File: src/rtl/fetch_controller.sv
// ---------------------------------------------------------------------------
// fetch_controller
//
// Purpose:
//   Instruction fetch front end. It walks a program counter through
//   instruction memory, which answers combinationally. Each fetched word goes
//   into a one-entry buffer that decode drains with a valid/ready handshake.
//   The block handles stall, end-of-program drain/halt and branch redirects.
//
// Ports:
//   clk_i          in   1           clock; all state changes on the rising edge
//   rst_i          in   1           synchronous active-high reset
//   start_i        in   1           pulse that leaves IDLE and begins fetching
//   pc_o           out  PC_SIZE     fetch address (the PC register)
//   instr_i        in   INSTR_SIZE  memory word for pc_o, in the same cycle
//   done_i         in   1           no instruction at pc_o (end of program)
//   redirect_i     in   1           branch/jump redirect request
//   target_i       in   PC_SIZE     redirect address (forced word aligned)
//   instr_o        out  INSTR_SIZE  buffered instruction for decode
//   instr_pc_o     out  PC_SIZE     address of instr_o
//   valid_o        out  1           buffer holds a valid instruction
//   ready_i        in   1           decode accepts (transfer = valid_o && ready_i)
//   halted_o       out  1           controller is in HALT
//   fetch_count_o  out  32          number of loads into the buffer (wraps)
// ---------------------------------------------------------------------------
module fetch_controller #(
    parameter int                  PC_SIZE    = 32,
    parameter int                  INSTR_SIZE = 32,
    parameter logic [PC_SIZE-1:0]  RESET_PC   = '0
) (
    input  logic                  clk_i,
    input  logic                  rst_i,
    input  logic                  start_i,
    output logic [PC_SIZE-1:0]    pc_o,
    input  logic [INSTR_SIZE-1:0] instr_i,
    input  logic                  done_i,
    input  logic                  redirect_i,
    input  logic [PC_SIZE-1:0]    target_i,
    output logic [INSTR_SIZE-1:0] instr_o,
    output logic [PC_SIZE-1:0]    instr_pc_o,
    output logic                  valid_o,
    input  logic                  ready_i,
    output logic                  halted_o,
    output logic [31:0]           fetch_count_o
);

    typedef enum logic [1:0] {
        S_IDLE  = 2'd0,
        S_FETCH = 2'd1,
        S_DRAIN = 2'd2,
        S_HALT  = 2'd3
    } state_t;

    state_t                  r_state;
    logic [PC_SIZE-1:0]      r_pc;
    logic [INSTR_SIZE-1:0]   r_instr;
    logic [PC_SIZE-1:0]      r_instr_pc;
    logic                    r_valid;
    logic [31:0]             r_count;

    state_t                  w_state_next;
    logic [PC_SIZE-1:0]      w_pc_next;
    logic [INSTR_SIZE-1:0]   w_instr_next;
    logic [PC_SIZE-1:0]      w_instr_pc_next;
    logic                    w_valid_next;
    logic [31:0]             w_count_next;

    logic                    w_slot_free;
    logic                    w_xfer;
    logic [PC_SIZE-1:0]      w_redir_pc;
    logic                    w_unused_bits;

    assign w_slot_free = !r_valid || ready_i;
    assign w_xfer      = r_valid && ready_i;
    // Redirect targets are forced onto a word boundary; the low bits are dropped.
    assign w_redir_pc  = {target_i[PC_SIZE-1:2], 2'b00};
    assign w_unused_bits = ^target_i[1:0];

    always_ff @(posedge clk_i) begin
        if (rst_i) begin
            r_state    <= S_IDLE;
            r_pc       <= RESET_PC;
            r_instr    <= '0;
            r_instr_pc <= '0;
            r_valid    <= 1'b0;
            r_count    <= '0;
        end else begin
            r_state    <= w_state_next;
            r_pc       <= w_pc_next;
            r_instr    <= w_instr_next;
            r_instr_pc <= w_instr_pc_next;
            r_valid    <= w_valid_next;
            r_count    <= w_count_next;
        end
    end

    always_comb begin
        w_state_next    = r_state;
        w_pc_next       = r_pc;
        w_instr_next    = r_instr;
        w_instr_pc_next = r_instr_pc;
        // A transfer with no new load empties the buffer.
        w_valid_next    = r_valid && !ready_i;
        w_count_next    = r_count;

        if (redirect_i && (r_state != S_IDLE)) begin
            // Redirect wins over done, start and any load: flush and refetch.
            // A coincident transfer has already been taken by decode.
            w_pc_next    = w_redir_pc;
            w_valid_next = 1'b0;
            w_state_next = S_FETCH;
        end else begin
            case (r_state)
                S_IDLE: begin
                    w_valid_next = 1'b0;
                    if (redirect_i) begin
                        w_pc_next = w_redir_pc;
                    end else if (start_i) begin
                        w_state_next = S_FETCH;
                    end
                end
                S_FETCH: begin
                    if (done_i) begin
                        // No load. If the buffer is empty after this cycle
                        // there is nothing left to drain.
                        w_state_next = w_valid_next ? S_DRAIN : S_HALT;
                    end else if (w_slot_free) begin
                        w_instr_next    = instr_i;
                        w_instr_pc_next = r_pc;
                        w_valid_next    = 1'b1;
                        w_pc_next       = r_pc + PC_SIZE'(4);
                        w_count_next    = r_count + 32'd1;
                    end
                end
                S_DRAIN: begin
                    if (!r_valid || w_xfer) begin
                        w_state_next = S_HALT;
                        w_valid_next = 1'b0;
                    end
                end
                S_HALT: begin
                    w_valid_next = 1'b0;
                end
                default: begin
                    w_state_next = S_IDLE;
                    w_valid_next = 1'b0;
                end
            endcase
        end
    end

    assign pc_o          = r_pc;
    assign instr_o       = r_instr;
    assign instr_pc_o    = r_instr_pc;
    assign valid_o       = r_valid;
    assign halted_o      = (r_state == S_HALT);
    assign fetch_count_o = r_count;

endmodule

File: config.mk
export PLATFORM = sky130hd
export DESIGN_NAME = fetch_controller
export DESIGN_NICKNAME = d
export VERILOG_FILES = /design/src/rtl/fetch_controller.sv
export SDC_FILE = /design/constraint.sdc
export NUM_CORES = 1
export LEC_CHECK = 0
export BUFFER_PORTS_ARGS = -buffer_cell sky130_fd_sc_hd__buf_2
export CAP_MARGIN = 20
export CELL_PAD_IN_SITES_DETAIL_PLACEMENT = 1
export CELL_PAD_IN_SITES_GLOBAL_PLACEMENT = 2
export CORE_MARGIN = 2
export CORE_UTILIZATION = 30
export CTS_CLUSTER_SIZE = 14
export DETAILED_ROUTE_END_ITERATION = 7
export GPL_TIMING_DRIVEN = 0
export PLACE_DENSITY_LB_ADDON = 0.05
export SLEW_MARGIN = 20
export SYNTH_ARGS = -nofsm -noshare
export SYNTH_HDL_FRONTEND = slang
export SYNTH_SLANG_ARGS = --single-unit
File: constraint.sdc
create_clock -name clk_i -period 3.8 [get_ports clk_i]
set_clock_uncertainty 0.05 [all_clocks]
set_input_delay 0.76 -clock clk_i [delete_from_list [all_inputs] [get_ports clk_i]]
set_output_delay 0.76 -clock clk_i [all_outputs]
set_load 0.02 [all_outputs]
==> results.py <==
metrics = {
    "grt": {
        "grt_first_pass_wirelength_um": 37600,
        "grt_start_max_net_pins": 17,
        "grtUsageTotal": 0.221,
        "grt_overflow": 0,
        "antenna_found_initial": 0,
        "grt_pass1_vias": 6776,
    },
    "yosys": {
        "yosysSeqAreaShare": 0.438,
        "syn_nets": 841,
        "synth_cell_type_count": 61,
        "yosysWarnings": 0,
        "synthFlopType": "dfxtp_1",
        "syn_area_mm2": 0.00599,
        "synth_edf_count": 0,
        "ys_ff_latch": 131,
        "synth-async-reset-ratio": 0,
        "avgSynthCellArea_um2": 7.82,
        "syn_inst": 765,
    },
    "worst_setup_path": {
        "cp-start-kind": "flop",
        "max_stage_delay_ps": 750,
        "cpMaxStageDelayCell": "nor3_1",
        "critPathKind": "reg -> reg",
        "crit_arrival_ps": 3380,
        "timing.critical_path.cells": "inv_1 > ha_1 > nor2b_1 > clkbuf_1 > nor3_1 > buf_2 > buf_1 > nand2_1 > a21oi_1",
        "cp-end-kind": "flop",
        "critPathMaxFanout": 10,
        "crit_required_ps": 4100,
        "reg2reg_slack_ps": 720,
        "r2r_cells": 9,
    },
    "outcome": {
        "status": "finished, final reports clean",
    },
    "cts": {
        "cts_tree": "yes",
        "h-tree-depth": 4,
        "clk_latency_ps": 420,
        "clk_path_buf_depth": 2,
        "cts_setup_buffers": 0,
        "cts_made_buffers": 17,
        "cts_sinks": 131,
        "path_clk_slew_ps": 60,
        "cts-resized-gates": 0,
        "cts_root_buf": "clkbuf_16",
        "postCtsHoldBufs": 0,
    },
    "timing": {
        "drv_slew": 0,
        "hold_ws_ps": 402,
        "finalWorstPathRequiredPeriod_ps": 3080,
        "setup_viol": 0,
        "grt_setup_unrepaired": "false",
        "slew_headroom": 0.383,
        "timing.final.crit_share": 0.811,
        "fmax_ghz": 0.324,
        "tightestPinTransition_ps": 917,
        "finalHoldViolCount": 0,
        "setup_tns_ps": 0,
    },
    "route": {
        "via_count": 6542,
        "drtIter0Drc": 283,
        "drtAntennaViolNets": 0,
        "wire_per_inst_um": 18.7,
        "totalWireLength_um": 23500,
        "drt_drc_violations_left": 0,
        "avgViaCountPerCell": 5.20,
        "dr.pass1.iters": 5,
    },
    "cells_and_area": {
        "layout-drive-gt1-share": 0.247,
        "nNetsFinal": 1057,
        "diodes": 0,
        "nFillCells": 2476,
        "syn_to_final_growth_pct": 32.1,
        "layout_commonest_cell": "buf_2",
        "final_cell_mix": "buf_2, nand2_1, dfxtp_1",
        "multiInputGateArea_mm2": 0.00311,
        "area.sequential_mm2": 0.00262,
        "fin_cells": 1259,
    },
    "floorplan": {
        "die_y_um": 145,
        "core_mm2": 0.0195,
        "rows": 51,
        "pin_count": 200,
        "die_area_mm2": 0.0211,
        "die_x_um": 145,
        "start_util": 0.307,
    },
    "place": {
        "io_buffer_count": 197,
        "dp_cells": 1227,
        "dpl.hpwl_um": 17500,
        "place_congestion": 0.816,
    },
    "worst_hold_path": {
        "whs_path_depth": 2,
        "hold_path.class": "reg -> reg",
    },
    "power": {
        "p_leak_nw": 3.16,
        "peakVddDrop_mv": 0.315,
        "p_total_mw": 5.06,
        "powerDensity_mw_per_mm2": 640,
    },
    "run": {
        "maxCapViolations": 0,
    },
}
[kinds of logic (layout without fill, tap and decap cells)]
| kind of cell | Yosys count | after routing | share of synthesized area |
|---|---|---|---|
| compound gates | 198 | 198 | 0.202 |
| xor+xnor | 19 | 19 | 0.0278 |
| fa+ha+maj | 6 | 6 | 0.0125 |
| buf+inv | 65 | 294 | 0.0426 |
| flops | 131 | 131 | 0.438 |
| mux | 1 | 1 | 0.00167 |
| simple gates | 345 | 345 | 0.276 |
[final cells by class]
cell class              instances  area share
inverters                      13     0.00617
clock inverters                15      0.0229
well taps                     265      0.0419
plain buffers                  52      0.0261
repair buffers                197       0.125
multi-input cells             569       0.393
flip-flops and latches        131       0.332
clock buffers                  17      0.0538
[synth_stat cells, types with 3 or more instances]
cell	count	area share
nand4_1	17	0.018
a21o_1	5	0.0063
nor4_1	16	0.017
a211oi_1	8	0.010
inv_1	13	0.0082
nand3b_1	4	0.0050
a2111oi_0	3	0.0044
o21ai_0	30	0.025
nor2_1	42	0.026
o211ai_1	3	0.0038
a21boi_0	6	0.0075
nor2b_1	5	0.0052
a21oi_1	95	0.079
buf_1	3	0.0019
buf_2	8	0.0067
and3_1	4	0.0042
nand3_1	25	0.021
and2_1	9	0.0094
or4_1	3	0.0038
and4_1	6	0.0088
a311oi_1	3	0.0044
nand4b_1	4	0.0059
a31oi_1	11	0.011
o31ai_1	5	0.0063
clkbuf_1	40	0.025
nor3_1	14	0.012
nand2_1	172	0.11
xnor2_1	18	0.026
o22ai_1	5	0.0052
ha_1	6	0.013
dfxtp_1	131	0.44
nand2b_1	6	0.0063
a32o_1	3	0.0050
or3_1	8	0.0084
o32ai_1	3	0.0044
[power by group]
group	internal [mW]	switching, mW	leakage [nW]
Clock	1.04	0.681	0.294
Sequential	1.55	0.235	1.06
Combinational	0.496	1.07	1.80
Total	3.08	1.98	3.16
[through the flow]
stage	utilization	area, µm²	worst slack (ps)
finish	0.405	7910	717
global route	0.405	7910	323
CTS	0.405	7910	628
detailed placement	0.374	7300	438
global placement	0.374	7300	509
floorplan	-	5990	1490
[worst max-delay path: cells and delay by family (launching register included)]
| family | cells | cell delay (ps) |
|---|---|---|
| AO/OA/AOI/OAI | 1 | 130 |
| buffers and inverters | 4 | 1200 |
| flip-flops | 1 | 340 |
| adder cells (fa/ha/maj) | 1 | 330 |
| AND/OR/NAND/NOR | 3 | 950 |
[registers in the layout, indices dropped and copies added (netlist names)]
| signal | flops |
|---|---|
| valid_o | 1 |
| instr_o | 32 |
| fetch_count_o | 32 |
| pc_o | 32 |
| instr_pc_o | 32 |
| r_state | 2 |
[worst paths after layout]
kind	from	endpoint
setup / recovery	r_state[0]	instr_pc_o[2]
hold / removal	instr_pc_o[25]	instr_pc_o[25]
setup reg to reg	r_state[0]	instr_pc_o[2]
hold reg to reg	instr_pc_o[25]	instr_pc_o[25]
[metal layers]
layer	global-route usage	vias to the layer above	wire length, µm
met5	0	-	0
met4	0.0529	0	255
met3	0.0487	21	1230
met2	0.382	200	11600
met1	0.281	3159	10400
li1	-	3162	-
(Power assumes the default switching activity.)
